===== config.mk =====
export PLATFORM = sky130hd
export DESIGN_NAME = msix_msg_tx
export DESIGN_NICKNAME = d
export VERILOG_FILES = /design/src/rtl/msix_msg_tx_pkg.sv /design/src/rtl/msix_msg_tx.sv
export SDC_FILE = /design/constraint.sdc
export NUM_CORES = 1
export LEC_CHECK = 0
export CORE_AREA = 3 3 140 142
export DETAILED_ROUTE_END_ITERATION = 6
export DIE_AREA = 0 0 143 145
export PLACE_DENSITY_LB_ADDON = 0.1
export SLEW_MARGIN = 40
export SYNTH_ARGS = -nofsm -noshare
export SYNTH_HDL_FRONTEND = slang
export SYNTH_SLANG_ARGS = --single-unit

===== constraint.sdc =====
create_clock -name clk -period 7.4 [get_ports clk]
set_input_delay 1.48 -clock clk [delete_from_list [all_inputs] [get_ports clk]]
set_output_delay 1.48 -clock clk [all_outputs]
set_load 0.1 [all_outputs]

===== src/rtl/msix_msg_tx_pkg.sv =====
// ---------------------------------------------------------------------------
// msix_msg_tx_pkg
//   Shared types and constants for the MSI-X message transmitter.
//   - state_e       : transmitter FSM states
//   - FMT_3DW_W     : DW0 of a 3DW memory-write TLP (32-bit address, 1 DW)
//   - FMT_4DW_W     : DW0 of a 4DW memory-write TLP (64-bit address, 1 DW)
//   - FIRST_BE/LAST_BE : byte enables for a single-DW write
//   - hdr_dw1()     : builds header DW1 {requester_id, tag, last BE, first BE}
// ---------------------------------------------------------------------------
package msix_msg_tx_pkg;

    typedef enum logic [2:0] {
        IDLE,
        LOOKUP,
        WAIT,
        SEND,
        DONE
    } state_e;

    localparam logic [31:0] FMT_3DW_W = 32'h4000_0001;
    localparam logic [31:0] FMT_4DW_W = 32'h6000_0001;

    // Single-DW write: all four bytes enabled in the first DW, no last DW.
    localparam logic [3:0] FIRST_BE = 4'hF;
    localparam logic [3:0] LAST_BE  = 4'h0;

    function automatic logic [31:0] hdr_dw1(input logic [15:0] rid,
                                            input logic [7:0]  tag);
        return {rid, tag, LAST_BE, FIRST_BE};
    endfunction

endpackage


===== src/rtl/msix_msg_tx.sv =====
// ---------------------------------------------------------------------------
// msix_msg_tx
//   Turns an MSI-X interrupt request into a posted memory-write TLP.
//   A request (msix_interrupt + msix_vector) is looked up in the MSI-X table,
//   then either sent as a 3DW/4DW MWr, marked pending (masked vector or
//   function mask), or dropped with lookup_err (bad vector / lookup timeout).
//   Every accepted request is retired with one msix_interrupt_ack pulse.
//
//   Parameters:
//     NUM_MSIX       number of table vectors; vectors >= NUM_MSIX are invalid
//     LOOKUP_TIMEOUT max cycles spent waiting for tbl_rd_valid
//
//   Ports:
//     clk, reset_n                    clock, synchronous active-low reset
//     msix_enable, msix_function_mask config-space control bits
//     requester_id                    bus/dev/func placed in header DW1
//     msix_interrupt/msix_vector      level request, held until ack
//     msix_interrupt_ack              one-cycle retire pulse
//     tbl_rd_req/tbl_rd_vector        one-cycle table lookup strobe
//     tbl_rd_valid/tbl_addr_*/tbl_data/tbl_masked  lookup result
//     msix_pending_set/pend_vector    PBA set pulse
//     tx_valid/tx_ready/tx_data/tx_sop/tx_eop  TLP beat stream
//     lookup_err                      pulse on timeout or invalid vector
//
//   Optional build macro MSIX_MSG_TX_STATS_EN adds saturating counters
//   stat_sent, stat_pended and stat_err.
// ---------------------------------------------------------------------------
module msix_msg_tx
    import msix_msg_tx_pkg::*;
#(
    parameter int NUM_MSIX       = 8,
    parameter int LOOKUP_TIMEOUT = 16
) (
    input  logic        clk,
    input  logic        reset_n,
    input  logic        msix_enable,
    input  logic        msix_function_mask,
    input  logic [15:0] requester_id,
    input  logic        msix_interrupt,
    input  logic [10:0] msix_vector,
    output logic        msix_interrupt_ack,
    output logic        tbl_rd_req,
    output logic [10:0] tbl_rd_vector,
    input  logic        tbl_rd_valid,
    input  logic [31:0] tbl_addr_lo,
    input  logic [31:0] tbl_addr_hi,
    input  logic [31:0] tbl_data,
    input  logic        tbl_masked,
    output logic        msix_pending_set,
    output logic [10:0] pend_vector,
    output logic        tx_valid,
    input  logic        tx_ready,
    output logic [31:0] tx_data,
    output logic        tx_sop,
    output logic        tx_eop,
    output logic        lookup_err
`ifdef MSIX_MSG_TX_STATS_EN
    ,
    output logic [31:0] stat_sent,
    output logic [31:0] stat_pended,
    output logic [15:0] stat_err
`endif
);

    // -----------------------------------------------------------------------
    // State and captured request / table fields
    // -----------------------------------------------------------------------
    state_e      state_q;
    logic [10:0] vec_q;
    logic [15:0] rid_q;
    logic [31:0] addr_hi_q;
    logic [31:0] addr_lo_q;
    logic [31:0] data_q;
    logic        is4dw_q;
    logic [7:0]  tag_q;
    logic [2:0]  beat_q;
    logic [15:0] tmo_q;
    logic        holdoff_q;

    // Registered outputs
    logic        ack_q;
    logic        rd_req_q;
    logic        pend_set_q;
    logic [10:0] pend_vec_q;
    logic        tx_valid_q;
    logic [31:0] tx_data_q;
    logic        sop_q;
    logic        eop_q;
    logic        err_q;

    logic vec_invalid;
    assign vec_invalid = ({21'd0, msix_vector} >= 32'(NUM_MSIX));

    // -----------------------------------------------------------------------
    // Beat mux: content of the beat following beat_q. Slots are numbered
    // in 4DW order; a 3DW TLP simply skips slot 2 (addr_hi).
    // -----------------------------------------------------------------------
    logic [2:0]  nxt_beat_d;
    logic [2:0]  slot_d;
    logic [31:0] nxt_dw_d;
    logic        nxt_eop_d;

    always_comb begin
        nxt_beat_d = beat_q + 3'd1;
        slot_d     = (is4dw_q || (nxt_beat_d < 3'd2)) ? nxt_beat_d
                                                      : nxt_beat_d + 3'd1;
        nxt_dw_d   = '0;
        nxt_eop_d  = 1'b0;
        case (slot_d)
            3'd1: nxt_dw_d = hdr_dw1(rid_q, tag_q);
            3'd2: nxt_dw_d = addr_hi_q;
            3'd3: nxt_dw_d = {addr_lo_q[31:2], 2'b00};
            3'd4: begin
                nxt_dw_d  = data_q;
                nxt_eop_d = 1'b1;
            end
            default: nxt_dw_d = '0;
        endcase
    end

    // -----------------------------------------------------------------------
    // FSM with registered outputs
    // -----------------------------------------------------------------------
    always_ff @(posedge clk) begin
        if (!reset_n) begin
            state_q    <= IDLE;
            vec_q      <= '0;
            rid_q      <= '0;
            addr_hi_q  <= '0;
            addr_lo_q  <= '0;
            data_q     <= '0;
            is4dw_q    <= 1'b0;
            tag_q      <= '0;
            beat_q     <= '0;
            tmo_q      <= '0;
            holdoff_q  <= 1'b0;
            ack_q      <= 1'b0;
            rd_req_q   <= 1'b0;
            pend_set_q <= 1'b0;
            pend_vec_q <= '0;
            tx_valid_q <= 1'b0;
            tx_data_q  <= '0;
            sop_q      <= 1'b0;
            eop_q      <= 1'b0;
            err_q      <= 1'b0;
        end else begin
            // Pulse outputs default low; states raise them for one cycle.
            ack_q      <= 1'b0;
            rd_req_q   <= 1'b0;
            pend_set_q <= 1'b0;
            err_q      <= 1'b0;

            case (state_q)
                IDLE: begin
                    // The requester drops its level only after seeing ack,
                    // so the first IDLE cycle after DONE still sees the
                    // retired request and must ignore it.
                    if (holdoff_q) begin
                        holdoff_q <= 1'b0;
                    end else if (msix_interrupt) begin
                        vec_q <= msix_vector;
                        if (!msix_enable || vec_invalid) begin
                            err_q   <= vec_invalid;
                            ack_q   <= 1'b1;
                            state_q <= DONE;
                        end else begin
                            rd_req_q <= 1'b1;
                            state_q  <= LOOKUP;
                        end
                    end
                end

                LOOKUP: begin
                    tmo_q   <= '0;
                    state_q <= WAIT;
                end

                WAIT: begin
                    if (tbl_rd_valid) begin
                        addr_hi_q <= tbl_addr_hi;
                        addr_lo_q <= tbl_addr_lo;
                        data_q    <= tbl_data;
                        rid_q     <= requester_id;
                        is4dw_q   <= (tbl_addr_hi != 32'd0);
                        if (tbl_masked || msix_function_mask) begin
                            pend_set_q <= 1'b1;
                            pend_vec_q <= vec_q;
                            ack_q      <= 1'b1;
                            state_q    <= DONE;
                        end else begin
                            beat_q     <= '0;
                            tx_valid_q <= 1'b1;
                            tx_data_q  <= (tbl_addr_hi == 32'd0) ? FMT_3DW_W
                                                                 : FMT_4DW_W;
                            sop_q      <= 1'b1;
                            eop_q      <= 1'b0;
                            state_q    <= SEND;
                        end
                    end else if (tmo_q == 16'(LOOKUP_TIMEOUT)) begin
                        err_q   <= 1'b1;
                        ack_q   <= 1'b1;
                        state_q <= DONE;
                    end else begin
                        tmo_q <= tmo_q + 16'd1;
                    end
                end

                SEND: begin
                    // tx_valid_q is always 1 here, so tx_ready alone means
                    // the current beat is accepted. Config changes are not
                    // looked at: a started TLP always completes.
                    if (tx_ready) begin
                        if (eop_q) begin
                            tx_valid_q <= 1'b0;
                            tx_data_q  <= '0;
                            sop_q      <= 1'b0;
                            eop_q      <= 1'b0;
                            beat_q     <= '0;
                            tag_q      <= tag_q + 8'd1;
                            ack_q      <= 1'b1;
                            state_q    <= DONE;
                        end else begin
                            beat_q    <= nxt_beat_d;
                            tx_data_q <= nxt_dw_d;
                            sop_q     <= 1'b0;
                            eop_q     <= nxt_eop_d;
                        end
                    end
                end

                DONE: begin
                    holdoff_q <= 1'b1;
                    state_q   <= IDLE;
                end

                default: state_q <= IDLE;
            endcase
        end
    end

    assign msix_interrupt_ack = ack_q;
    assign tbl_rd_req         = rd_req_q;
    assign tbl_rd_vector      = vec_q;
    assign msix_pending_set   = pend_set_q;
    assign pend_vector        = pend_vec_q;
    assign tx_valid           = tx_valid_q;
    assign tx_data            = tx_data_q;
    assign tx_sop             = sop_q;
    assign tx_eop             = eop_q;
    assign lookup_err         = err_q;

`ifdef MSIX_MSG_TX_STATS_EN
    // -----------------------------------------------------------------------
    // Saturating event counters
    // -----------------------------------------------------------------------
    logic        eop_acc;
    logic [31:0] sent_q;
    logic [31:0] pended_q;
    logic [15:0] errcnt_q;

    assign eop_acc = (state_q == SEND) && tx_ready && eop_q;

    always_ff @(posedge clk) begin
        if (!reset_n) begin
            sent_q   <= '0;
            pended_q <= '0;
            errcnt_q <= '0;
        end else begin
            if (eop_acc && (sent_q != '1))
                sent_q <= sent_q + 32'd1;
            if (pend_set_q && (pended_q != '1))
                pended_q <= pended_q + 32'd1;
            if (err_q && (errcnt_q != '1))
                errcnt_q <= errcnt_q + 16'd1;
        end
    end

    assign stat_sent   = sent_q;
    assign stat_pended = pended_q;
    assign stat_err    = errcnt_q;
`endif

endmodule


==> reports/results.ini <==
[logic_synthesis]
ys_types=61
ys_ff_latch=203
synth_warnings=0
synth_xor_area_share_pct=2.248
muxShareOfSynthArea_pct=0.5431
synthSimpleGateAreaFrac_pct=20.47
ys.flop_type=dfxtp_1
synth_compound_area_share_pct=21.45
synth_edf_count=0
synth_cells=1012
synth_top_family_by_area=compound AO/OA/AOI/OAI gates
ys_seq_area_share_pct=49.00
synth_fa_ha_area_share_pct=0.7543
ys_async_sr_fraction_pct=0
syn_area_per_cell_um2=8.196
netlist_area_mm2=0.008294
synth_nets=1148

[worst_setup_path]
cp.arrival_ns=3.95
slowest_stage=a41oi_2
cp.required_ns=7.83
cp_max_fo=15
end_kind=register
crit_chain=clkdlybuf4s50_1 -> or4b_4 -> a41oi_2 -> o21ai_1 -> or3_1 -> a21oi_1
crit_path_max_incr_delay_ns=0.60
critical_path_class=primary input to register
startpoint_type=primary input

[run_status]
outcome=finished, final reports clean

[placement]
placed_cell_area_mm2=0.01002
portBuffers=189
place_congestion=0.8211
hpwl_um=15210

[power]
vdd_drop_max_mv=0.1528
p_per_area_mw_per_mm2=220.1
power.total_mw=2.378
p_leak_nw=3.784

[floorplanning]
fp-row-count=50
pin_count=192
die_w_um=143
coreArea_mm2=0.01858
initial_core_util_pct=44.64
die_h_um=145
dieArea_mm2=0.02074

[global_route]
grt_pass1_wl_um=36930
grt_max_degree=111
grt_pass1_vias=7138
grt_usage_pct=21.40
gr-total-overflow=0
antenna_found_initial=0

[clock_network]
cts_resized=0
clockBufferDepth=3
cts_setup_buffers=0
cts_made_buffers=22
worstSkewPairLatency_ns=0.50
cts.htree.levels=1
holdBufCountCts=0
cts.sinks=203
clk_pin_slew_worst_paths_ns=0.06
cts_tree=built
clockRootBuffer=clkbuf_16

[timing]
hold_slack_ns=0.4483
setup_viol=0
period_share_pct=47.60
tightest_slew_ns=0.8293
period_minus_slack_ns=3.522
grt_setup_unrepaired=no
tns_ns=0
maxSlewHeadroom_pct=44.21
clock_skew_ns=0.005797
maxSlewViolCount=0
hold_viol_final=0
clock.fmax_mhz=283.9

[detailed_routing]
wl_met2_um=10560
wl_met3_um=1616
vias_per_cell=5.358
drtIter0Drc=652
wl_per_cell_um=16.23
drtAntennaViolNets=0
highest_layer=met4
vias=7571
drc=0
wl_um=22930
drt-met1-wl_um=10330
drtPass1Iterations=6

[min_path]
hold_class=register to register

[finish]
areaGrowthSynthToFinish_pct=30.29
fin_util_pct=58.16
mostFrequentLayoutCell=nand2_1
final_area_mm2=0.01081
drive_gt1_share_pct=10.94
num_antenna_cells=0
layout_common_cells=nand2_1 (280), dfxtp_1 (203), a21oi_1 (150)
nets=1299

[run]
maxCapViolCount=0

## metal layers
layer  global-route usage (%)  up-vias
li1                         -     3800
met1                    30.65     3499
met2                    33.39      236
met3                    4.219       36
met5                        0        -
met4                    4.895        0
## stage by stage
stage	setup slack [ns]	cells
4_1_cts	3.902	1412
5_1_grt	3.744	1413
6_report	3.878	1413
3_3_place_gp	3.399	1370
3_5_place_dp	3.375	1372
2_1_floorplan	4.463	1012
## flip-flops by register name (all words and copies together) (netlist names), 3 cells and up
register	count
beat_q	3
data_q	32
tag_q	8
addr_hi_q	32
tx_data	32
state_q	3
rid_q	16
tmo_q	16
pend_vector	11
addr_lo_q	30
tbl_rd_vector	11
## Yosys cell counts (all sizes together) (6+ instances only)
| cell type | instances | area [um^2] |
|---|---|---|
| nand2 | 281 | 1055 |
| dfxtp | 203 | 4064 |
| a21oi | 150 | 750.7 |
| clkbuf | 53 | 198.9 |
| o21ai | 40 | 204.0 |
| nor2 | 38 | 142.6 |
| inv | 35 | 131.4 |
| a22o | 28 | 245.2 |
| a222oi | 24 | 240.2 |
| buf | 21 | 128.9 |
| nor4 | 16 | 100.1 |
| xor2 | 14 | 130.1 |
| or3 | 7 | 43.79 |
| a221oi | 6 | 58.80 |
| a22oi | 6 | 45.04 |
| nand3 | 6 | 30.03 |
| nand4 | 6 | 37.54 |
| nor3 | 6 | 30.03 |
## cell families after synthesis
group / after synthesis
simple gates: 394
compound gates: 279
flops: 203
buf+inv: 109
xor+xnor: 18
fa+ha+maj: 5
mux: 4
## worst paths after layout
kind	to	from	slack [ns]	cells after the start
setup / recovery	tmo_q[9]	tbl_rd_valid	3.88	6
hold / removal	tx_sop	tx_sop	0.45	2
setup reg to reg	tx_data[30]	beat_q[0]	4.22	8
hold reg to reg	tx_sop	tx_sop	0.45	2
## where the power goes
part           internal (mW)  switching, mW
combinational         0.0699         0.0807
clock                  0.691          0.433
sequential              1.10        0.00492
## final cells by class
type                            count  area, um^2
Multi-Input combinational cell    700        3834
Inverter                           35       133.9
Sequential cell                   203        4064
Tap cell                          234       292.8
Timing Repair Buffer              201        1723
Clock inverter                      4       45.04
Clock buffer                       36       714.4
Fill cell                        1743        7774
## critical path: cells and delay by family
kind,cells,cell delay (ns)
compound gates,3,1.00
simple gates,2,0.91
buf+inv,1,0.55
(Power assumes the default switching activity.)
